[src/rtl/led_panel_pkg.sv]
// Shared constants and FSM encoding for the led_panel_4k frame path.
package led_panel_pkg;

  localparam int unsigned PANEL_W      = 64;
  localparam int unsigned PANEL_H      = 32;
  localparam int unsigned PIX_BITS     = 12;
  localparam int unsigned PIX_IDX_BITS = 11;
  localparam int unsigned ADDR_BITS    = 12;

  typedef enum logic [2:0] {
    StIdle,
    StB0,
    StB1,
    StB2,
    StSwapWait
  } state_e;

endpackage

[src/rtl/led_frame_loader_if.sv]
// Byte-stream handshake plus frame-memory write port of the frame loader.
interface led_frame_loader_if
  import led_panel_pkg::*;
();

  logic [7:0]           s_data;
  logic                 s_valid;
  logic                 s_sof;
  logic                 s_ready;
  logic                 wr_en;
  logic [ADDR_BITS-1:0] wr_addr;
  logic [PIX_BITS-1:0]  wr_data;

  // Stream source / memory sink side
  modport master (
    output s_data, s_valid, s_sof,
    input  s_ready, wr_en, wr_addr, wr_data
  );

  // Frame loader side
  modport slave (
    input  s_data, s_valid, s_sof,
    output s_ready, wr_en, wr_addr, wr_data
  );

endinterface

[src/rtl/pix12_unpack.sv]
// Unpacks two 12-bit pixels from three stream bytes. pix/pix_valid are
// combinational on the byte that completes a pixel; the caller registers them.
module pix12_unpack
  import led_panel_pkg::*;
(
  input  logic                clk,
  input  logic                rst,
  input  logic [7:0]          data,
  input  logic                load0,
  input  logic                load1,
  input  logic                load2,
  output logic [PIX_BITS-1:0] pix,
  output logic                pix_valid
);

  logic [7:0] b0_q;  // p0[11:4]
  logic [3:0] p1_hi_q;  // p1[11:8]

  // Capture the bytes that only carry part of a pixel
  always_ff @(posedge clk) begin
    if (rst) begin
      b0_q    <= '0;
      p1_hi_q <= '0;
    end else begin
      if (load0) b0_q <= data;
      if (load1) p1_hi_q <= data[3:0];
    end
  end

  // Select the pixel completed by the current byte
  always_comb begin
    pix       = load1 ? {b0_q, data[7:4]} : {p1_hi_q, data};
    pix_valid = load1 | load2;
  end

endmodule

[src/rtl/led_frame_loader.sv]
// Stream-to-frame-memory loader for the 64x32 12 bpp panel.
// Define LED_DOUBLE_BUFFER_EN for two banks with a swap on the display's
// frame_end_in; otherwise a single bank is written directly.
module led_frame_loader
  import led_panel_pkg::*;
#(
  parameter int unsigned WIDTH  = PANEL_W,
  parameter int unsigned HEIGHT = PANEL_H,
  parameter int unsigned BPP    = PIX_BITS
) (
  input  logic                 clk,
  input  logic                 rst,
  led_frame_loader_if.slave    bus,
  output logic                 rd_bank,
  input  logic                 frame_end_in,
  output logic                 frame_done,
  output logic                 err_sof
);

  // Pixel index of p0 in the final pair of a frame
  localparam logic [PIX_IDX_BITS-1:0] LastIdx = PIX_IDX_BITS'(WIDTH * HEIGHT - 2);

  state_e                  state_q, state_d;
  logic [PIX_IDX_BITS-1:0] n_q, n_d;
  logic [PIX_IDX_BITS-1:0] wr_idx;
  logic                    accept, load0, load1, load2, sof_err, last, swap;
  logic [BPP-1:0]          pix;
  logic                    pix_valid, wr_bank;
  logic                    ready_q, wr_en_q, frame_done_q, err_sof_q;
  logic [ADDR_BITS-1:0]    wr_addr_q;
  logic [BPP-1:0]          wr_data_q;

  assign accept = bus.s_valid & bus.s_ready;

  // State and pixel counter register
  always_ff @(posedge clk) begin
    if (rst) begin
      state_q <= StIdle;
      n_q     <= '0;
    end else begin
      state_q <= state_d;
      n_q     <= n_d;
    end
  end

  // Next state: a SOF byte always restarts at pixel 0 from any byte phase
  always_comb begin
    state_d = state_q;
    n_d     = n_q;
    unique case (state_q)
      StIdle: if (accept && bus.s_sof) state_d = StB1;
      StB0: begin
        if (accept) begin
          state_d = StB1;
          if (bus.s_sof) n_d = '0;
        end
      end
      StB1: begin
        if (accept) begin
          if (bus.s_sof) n_d = '0;
          else state_d = StB2;
        end
      end
      StB2: begin
        if (accept) begin
          if (bus.s_sof) begin
            n_d     = '0;
            state_d = StB1;
          end else if (n_q == LastIdx) begin
            n_d = '0;
`ifdef LED_DOUBLE_BUFFER_EN
            state_d = StSwapWait;
`else
            state_d = StIdle;
`endif
          end else begin
            n_d     = n_q + PIX_IDX_BITS'(2);
            state_d = StB0;
          end
        end
      end
`ifdef LED_DOUBLE_BUFFER_EN
      StSwapWait: if (frame_end_in) state_d = StIdle;
`else
      StSwapWait: state_d = StIdle;
`endif
      default: state_d = StIdle;
    endcase
  end

  // Output decode: byte-phase strobes, error and last-pixel flags
  always_comb begin
    load0   = 1'b0;
    load1   = 1'b0;
    load2   = 1'b0;
    sof_err = 1'b0;
    last    = 1'b0;
    wr_idx  = n_q;
    if (accept) begin
      unique case (state_q)
        StIdle: load0 = bus.s_sof;
        StB0: begin
          load0   = 1'b1;
          sof_err = bus.s_sof && (n_q != '0);
        end
        StB1: begin
          load0   = bus.s_sof;
          load1   = !bus.s_sof;
          sof_err = bus.s_sof;
        end
        StB2: begin
          load0   = bus.s_sof;
          load2   = !bus.s_sof;
          sof_err = bus.s_sof;
          last    = !bus.s_sof && (n_q == LastIdx);
          wr_idx  = n_q + PIX_IDX_BITS'(1);
        end
        default: ;
      endcase
    end
  end

  pix12_unpack u_unpack (
    .clk       (clk),
    .rst       (rst),
    .data      (bus.s_data),
    .load0     (load0),
    .load1     (load1),
    .load2     (load2),
    .pix       (pix),
    .pix_valid (pix_valid)
  );

`ifdef LED_DOUBLE_BUFFER_EN
  logic rd_bank_q;

  assign swap = (state_q == StSwapWait) && frame_end_in;

  // Display bank flips only once the display has finished its scan
  always_ff @(posedge clk) begin
    if (rst) rd_bank_q <= 1'b0;
    else if (swap) rd_bank_q <= ~rd_bank_q;
  end

  assign rd_bank = rd_bank_q;
  assign wr_bank = ~rd_bank_q;
`else
  logic unused_frame_end;

  assign unused_frame_end = frame_end_in;
  assign swap    = 1'b0;
  assign rd_bank = 1'b0;
  assign wr_bank = 1'b0;
`endif

  // Registered write port and status pulses; address/data hold between writes
  always_ff @(posedge clk) begin
    if (rst) begin
      ready_q      <= 1'b0;
      wr_en_q      <= 1'b0;
      wr_addr_q    <= '0;
      wr_data_q    <= '0;
      frame_done_q <= 1'b0;
      err_sof_q    <= 1'b0;
    end else begin
      ready_q      <= (state_d != StSwapWait);
      wr_en_q      <= pix_valid;
      frame_done_q <= last;
      err_sof_q    <= sof_err;
      if (pix_valid) begin
        wr_addr_q <= {wr_bank, wr_idx};
        wr_data_q <= pix;
      end
    end
  end

  assign bus.s_ready = ready_q;
  assign bus.wr_en   = wr_en_q;
  assign bus.wr_addr = wr_addr_q;
  assign bus.wr_data = wr_data_q;
  assign frame_done  = frame_done_q;
  assign err_sof     = err_sof_q;

endmodule
[src/flat_wrapper.sv]
// flat-port wrapper written by rule: the top's interface ports become plain ports
module led_frame_loader_flat import led_panel_pkg::*;
#(
  parameter int unsigned WIDTH  = PANEL_W,
  parameter int unsigned HEIGHT = PANEL_H,
  parameter int unsigned BPP    = PIX_BITS
)
  (clk, rst, rd_bank, frame_end_in, frame_done, err_sof, bus_s_data, bus_s_valid, bus_s_sof, bus_s_ready, bus_wr_en, bus_wr_addr, bus_wr_data);
  led_frame_loader_if bus_i ();
  input  logic clk;
  input  logic rst;
  output logic rd_bank;
  input  logic frame_end_in;
  output logic frame_done;
  output logic err_sof;
  input wire logic [$bits(bus_i.s_data)-1:0] bus_s_data;
  input wire logic [$bits(bus_i.s_valid)-1:0] bus_s_valid;
  input wire logic [$bits(bus_i.s_sof)-1:0] bus_s_sof;
  output wire logic [$bits(bus_i.s_ready)-1:0] bus_s_ready;
  output wire logic [$bits(bus_i.wr_en)-1:0] bus_wr_en;
  output wire logic [$bits(bus_i.wr_addr)-1:0] bus_wr_addr;
  output wire logic [$bits(bus_i.wr_data)-1:0] bus_wr_data;
  assign bus_i.s_data = bus_s_data;
  assign bus_i.s_valid = bus_s_valid;
  assign bus_i.s_sof = bus_s_sof;
  assign bus_s_ready = bus_i.s_ready;
  assign bus_wr_en = bus_i.wr_en;
  assign bus_wr_addr = bus_i.wr_addr;
  assign bus_wr_data = bus_i.wr_data;
  led_frame_loader #(.WIDTH(WIDTH), .HEIGHT(HEIGHT), .BPP(BPP)) u_core (.clk(clk), .rst(rst), .bus(bus_i), .rd_bank(rd_bank), .frame_end_in(frame_end_in), .frame_done(frame_done), .err_sof(err_sof));
endmodule
[config.mk]
export PLATFORM = sky130hd
export DESIGN_NAME = led_frame_loader_flat
export DESIGN_NICKNAME = d
export VERILOG_FILES = /design/src/rtl/led_panel_pkg.sv /design/src/rtl/led_frame_loader_if.sv /design/src/rtl/pix12_unpack.sv /design/src/rtl/led_frame_loader.sv /design/src/flat_wrapper.sv
export SDC_FILE = /design/constraint.sdc
export NUM_CORES = 1
export LEC_CHECK = 0
export BUFFER_PORTS_ARGS = -buffer_cell sky130_fd_sc_hd__buf_2
export CAP_MARGIN = 0
export CORE_UTILIZATION = 50
export CTS_CLUSTER_SIZE = 8
export DETAILED_ROUTE_END_ITERATION = 7
export PLACE_DENSITY_LB_ADDON = 0.2
export REMOVE_ABC_BUFFERS = 1
export SYNTH_ARGS = -nofsm -noshare
export SYNTH_HDL_FRONTEND = slang
export SYNTH_SLANG_ARGS = --single-unit
[constraint.sdc]
create_clock -name clk -period 4.5 [get_ports clk]
set_input_delay 0.9 -clock clk [delete_from_list [all_inputs] [get_ports clk]]
set_output_delay 0.9 -clock clk [all_outputs]
set_load 0.1 [all_outputs]
==> results <==
- The total global-route track usage is 20.1%.
- The hold-fix buffer count after cts is 0.
- The total clock sinks is 52.
- After synthesis, flip-flops and latches occupy 48.3% of the total area.
- Subtracting the final worst setup slack from the clock period gives 2370 ps.
- The detailed router finished its first iteration with 74 violations.
- Summed over all failing endpoints, the final setup total negative slack is 0 ps.
- The beginning of the worst hold path is u_core.bus.wr_addr[8]$_SDFFE_PP0P_.
- The synthesized design contains 52 register bits.
- The net count of the finished layout is 286.
- The count of buffers from port buffering is 38.
- The area of the mapped netlist is 0.00215 mm2.
- The total leakage power is 0.956 nW.
- The gate count after technology mapping is 243.
- For this configuration, the core starts out at a cell density of 53.1%.
- The number of CTS-inserted buffers is 5.
- The largest net degree at the start of global routing is 43.
- The final number of max-transition violations is 0.
- The number of routed nets with antenna violations is 0.
- Of all nets on the critical path, the largest fanout is 27.
- The critical path required time is 4730 ps.
- The clock tree from TritonCTS is yes.
- The worst setup path is launched from a flip-flop.
- At the end of routability-driven placement, the weighted congestion stood at 0.869.
- The critical setup path kind is flip-flop to flip-flop.
- The ratio of routed vias to standard cells is 5.42.
- The clock tree skew after final layout is 3.53 ps.
- The worst path arrival time is 2600 ps.
- 0 antenna diodes ended up in the layout.
- The slowest stage of the critical path is the sky130_fd_sc_hd__dfxtp_1 cell.
- The timing-limited maximum frequency is 421 MHz.
- The post-synthesis simple-gate area fraction is 20.7%.
- The first global-routing pass estimated 6800 um of wire.
- The type of the tightest min-delay check is flip-flop to flip-flop.
- The uppermost metal layer occupied by signal nets is met4.
- The number of global-route vias before repair is 1483.
- The horizontal die dimension is 67.6 um.
- The worst register-to-register path begins at u_core.state_q[0]$_SDFF_PP0_.
- After detailed routing, the wire length on met1 is 2000 um.
- After detailed placement, the total cell area comes to 0.00234 mm2.
- Detailed placement ended at an HPWL of 2760 um.
- After synthesis, the share of cell area in mux cells is 9.30%.
- The max-cap violation count is 0.
- The critical path contains buffers and inverters numbering 0 combined.
- The wire length on met3 is 180 um.
- The post-synthesis cell type count is 40.
- In the synthesized netlist, the cells that appear most often are sky130_fd_sc_hd__dfxtp_1, sky130_fd_sc_hd__nand2_1, sky130_fd_sc_hd__nor2_1, sky130_fd_sc_hd__a21oi_1, sky130_fd_sc_hd__mux2i_1.
- The most common cell in the synthesized netlist is sky130_fd_sc_hd__dfxtp_1.
- The highest cell delay on the worst timing path is 1110 ps.
- The adder-cell area share of the yosys netlist is 1.22%.
- After synthesis, the largest family of logic cells by area is simple AND/OR/NAND/NOR gates.
- The die span in y is 67.6 um.
- The maximum root-to-sink buffer count is 2.
- Sorting the synthesized cells by area gives the leading types as sky130_fd_sc_hd__dfxtp_1, sky130_fd_sc_hd__mux2i_1, sky130_fd_sc_hd__nand2_1.
- The most critical setup path has its startpoint at u_core.state_q[0]$_SDFF_PP0_.
- The placeable core area is 0.00406 mm2.
- Setup violations remaining at the end of the flow were counted as 0.
- Overall power consumption after layout is estimated at 0.778 mW.
- Summed over all instances, the cell type with the most area after synthesis is sky130_fd_sc_hd__dfxtp_1.
- The element type at the critical path end is a flip-flop.
- Dividing the synthesized area by the synthesized cell count gives 8.86 um2.
- Of the total synthesized cell area, the portion taken by XOR and XNOR cells is 2.03%.
- Summing the areas of all compound-gate instances in the mapped netlist gives 13.5% of the synthesized area.
- The critical path goes through maj3_4 -> nand2_1 -> or4_1 -> a21oi_1.
- The number of hold violations in the final report is 0.
- The share of synthesized registers carrying an async set or reset is 0%.
- The buffer count from post-CTS setup fixing is 0.
- The number of flops mapped to enable cells by yosys is 0.
- Measured against its own limit, the worst slew margin works out to 21.5%.
- The count of H-tree levels built during CTS is 2.
- The per-cell routed wire length is 12.9 um.
- The floorplan has 23 rows.
- Of the post-synthesis cell area, the dominant cell type holds 48.3%.
- Setup repair after global routing left no endpoint under its margin.
- The measured slew at the worst slew-check pin is 1180 ps.
- The root buffer cell is sky130_fd_sc_hd__clkbuf_8.
- The first detailed-routing pass ran for 4 iterations.
- The initial antenna violation count came to 0.
- Gates resized during post-CTS repair numbered 0.
- The total number of yosys warnings is 0.
- VDD sags by at most 236 uV.
- In this run the power density over the cells is 321 mW/mm2.
- The clock reaches the later pin of the worst-skew pair after 300 ps.
- Wire segments on met2 add up to 1950 um in the final route.
- From synthesis to final layout, the design area changed by 12.7%.
- The share of final-layout standard cells stronger than drive strength 1 is 18.3%.
- The DRC violations left is 0.
- The final-layout worst hold slack is 455 ps.
- The core utilization of the finished layout is 59.8%.
- The die covers 0.00457 mm2.
- The aggregate routed wire length is 4170 um.
- The share of the clock period used by the worst path after layout is 52.8%.
- The cell area after layout is 0.00243 mm2.
- The count of boundary I/O pins is 42.
- The most used flip-flop cell after synthesis is sky130_fd_sc_hd__dfxtp_1.
- The register clock-pin slew on the reported worst setup and hold paths is 90 ps.
- Summed over all layers, the global routing overflow is 0.
- The final route contains 1751 vias.
- The kind of cell with the highest combined delay along the critical path is flip-flops.
- The flow ran to the end, and the final reports show no timing, DRC or antenna violations.
## worst register-to-register path: stages (launching register included)
cell and delay [ps]:
sky130_fd_sc_hd__dfxtp_1 1110, sky130_fd_sc_hd__maj3_4 430, sky130_fd_sc_hd__nand2_1 120, sky130_fd_sc_hd__or4_1 490, sky130_fd_sc_hd__a21oi_1 150
## metrics by stage
step / worst slack (ps) / cells
finish: 2130 / 323
global route: 1990 / 323
CTS: 2130 / 323
detailed placement: 2010 / 315
global placement: 2030 / 315
floorplan: 1770 / 226
## layer usage
metal  GRT usage, %  vias up
li1               -      902
met1           25.9      799
met2           31.6       45
met3           5.07        5
met4           8.24        0
met5              0        -
## path summary, 6_finish.rpt
| kind | end | slack [ps] | cells after the start |
|---|---|---|---|
| max reg2reg | u_core.n_q[6]$_SDFFE_PP0P_ | 2130 | 4 |
| min | u_core.bus.wr_addr[8]$_SDFFE_PP0P_ | 450 | 2 |
| min reg2reg | u_core.bus.wr_addr[8]$_SDFFE_PP0P_ | 450 | 2 |
| max | u_core.n_q[6]$_SDFFE_PP0P_ | 2130 | 4 |
## kinds of logic after synthesis
kind of cell | after synthesis
multiplexers | 20
other | 1
AND/OR/NAND/NOR | 95
flip-flops | 52
AO/OA/AOI/OAI | 46
buffers and inverters | 22
XOR/XNOR | 5
adder cells (fa/ha/maj) | 2
## placed cells by master, fill, tap and decap left out, types with 3 or more instances in the layout
master and n:
sky130_fd_sc_hd__conb_1 3, sky130_fd_sc_hd__xor2_1 4, sky130_fd_sc_hd__a211oi_1 12, sky130_fd_sc_hd__dfxtp_1 52, sky130_fd_sc_hd__mux2i_1 20, sky130_fd_sc_hd__nand3_1 5, sky130_fd_sc_hd__inv_1 3, sky130_fd_sc_hd__nor2_1 32
sky130_fd_sc_hd__nand4_1 5, sky130_fd_sc_hd__a21oi_1 20, sky130_fd_sc_hd__nand2_1 33, sky130_fd_sc_hd__nor4_1 3, sky130_fd_sc_hd__clkbuf_8 6, sky130_fd_sc_hd__buf_2 38, sky130_fd_sc_hd__o21ai_0 5
## area by class of cell
class | count | area, um2
clock buffers | 8 | 90.1
repair buffers | 39 | 198
multi-input cells | 171 | 1020
well taps | 50 | 62.6
fillers | 383 | 1630
inverters | 3 | 11.3
flip-flops and latches | 52 | 1040
## flip-flops by register name, summed over array words and instances (netlist names)
| register | flops |
|---|---|
| u_core.bus.wr_addr | 11 |
| u_core.frame_done | 1 |
| u_core.err_sof | 1 |
| u_core.u_unpack.b0_q | 8 |
| u_core.state_q | 3 |
| u_core.n_q | 10 |
| u_core.bus.wr_data | 12 |
| u_core.bus.s_ready | 1 |
| u_core.u_unpack.p1_hi_q | 4 |
| u_core.bus.wr_en | 1 |
## power by group
group          switching, mW  internal, mW
logic                 0.0314        0.0103
registers            0.00257         0.463
clock network          0.145         0.126
total                  0.179         0.599
Power figures use the tool's default switching activity.
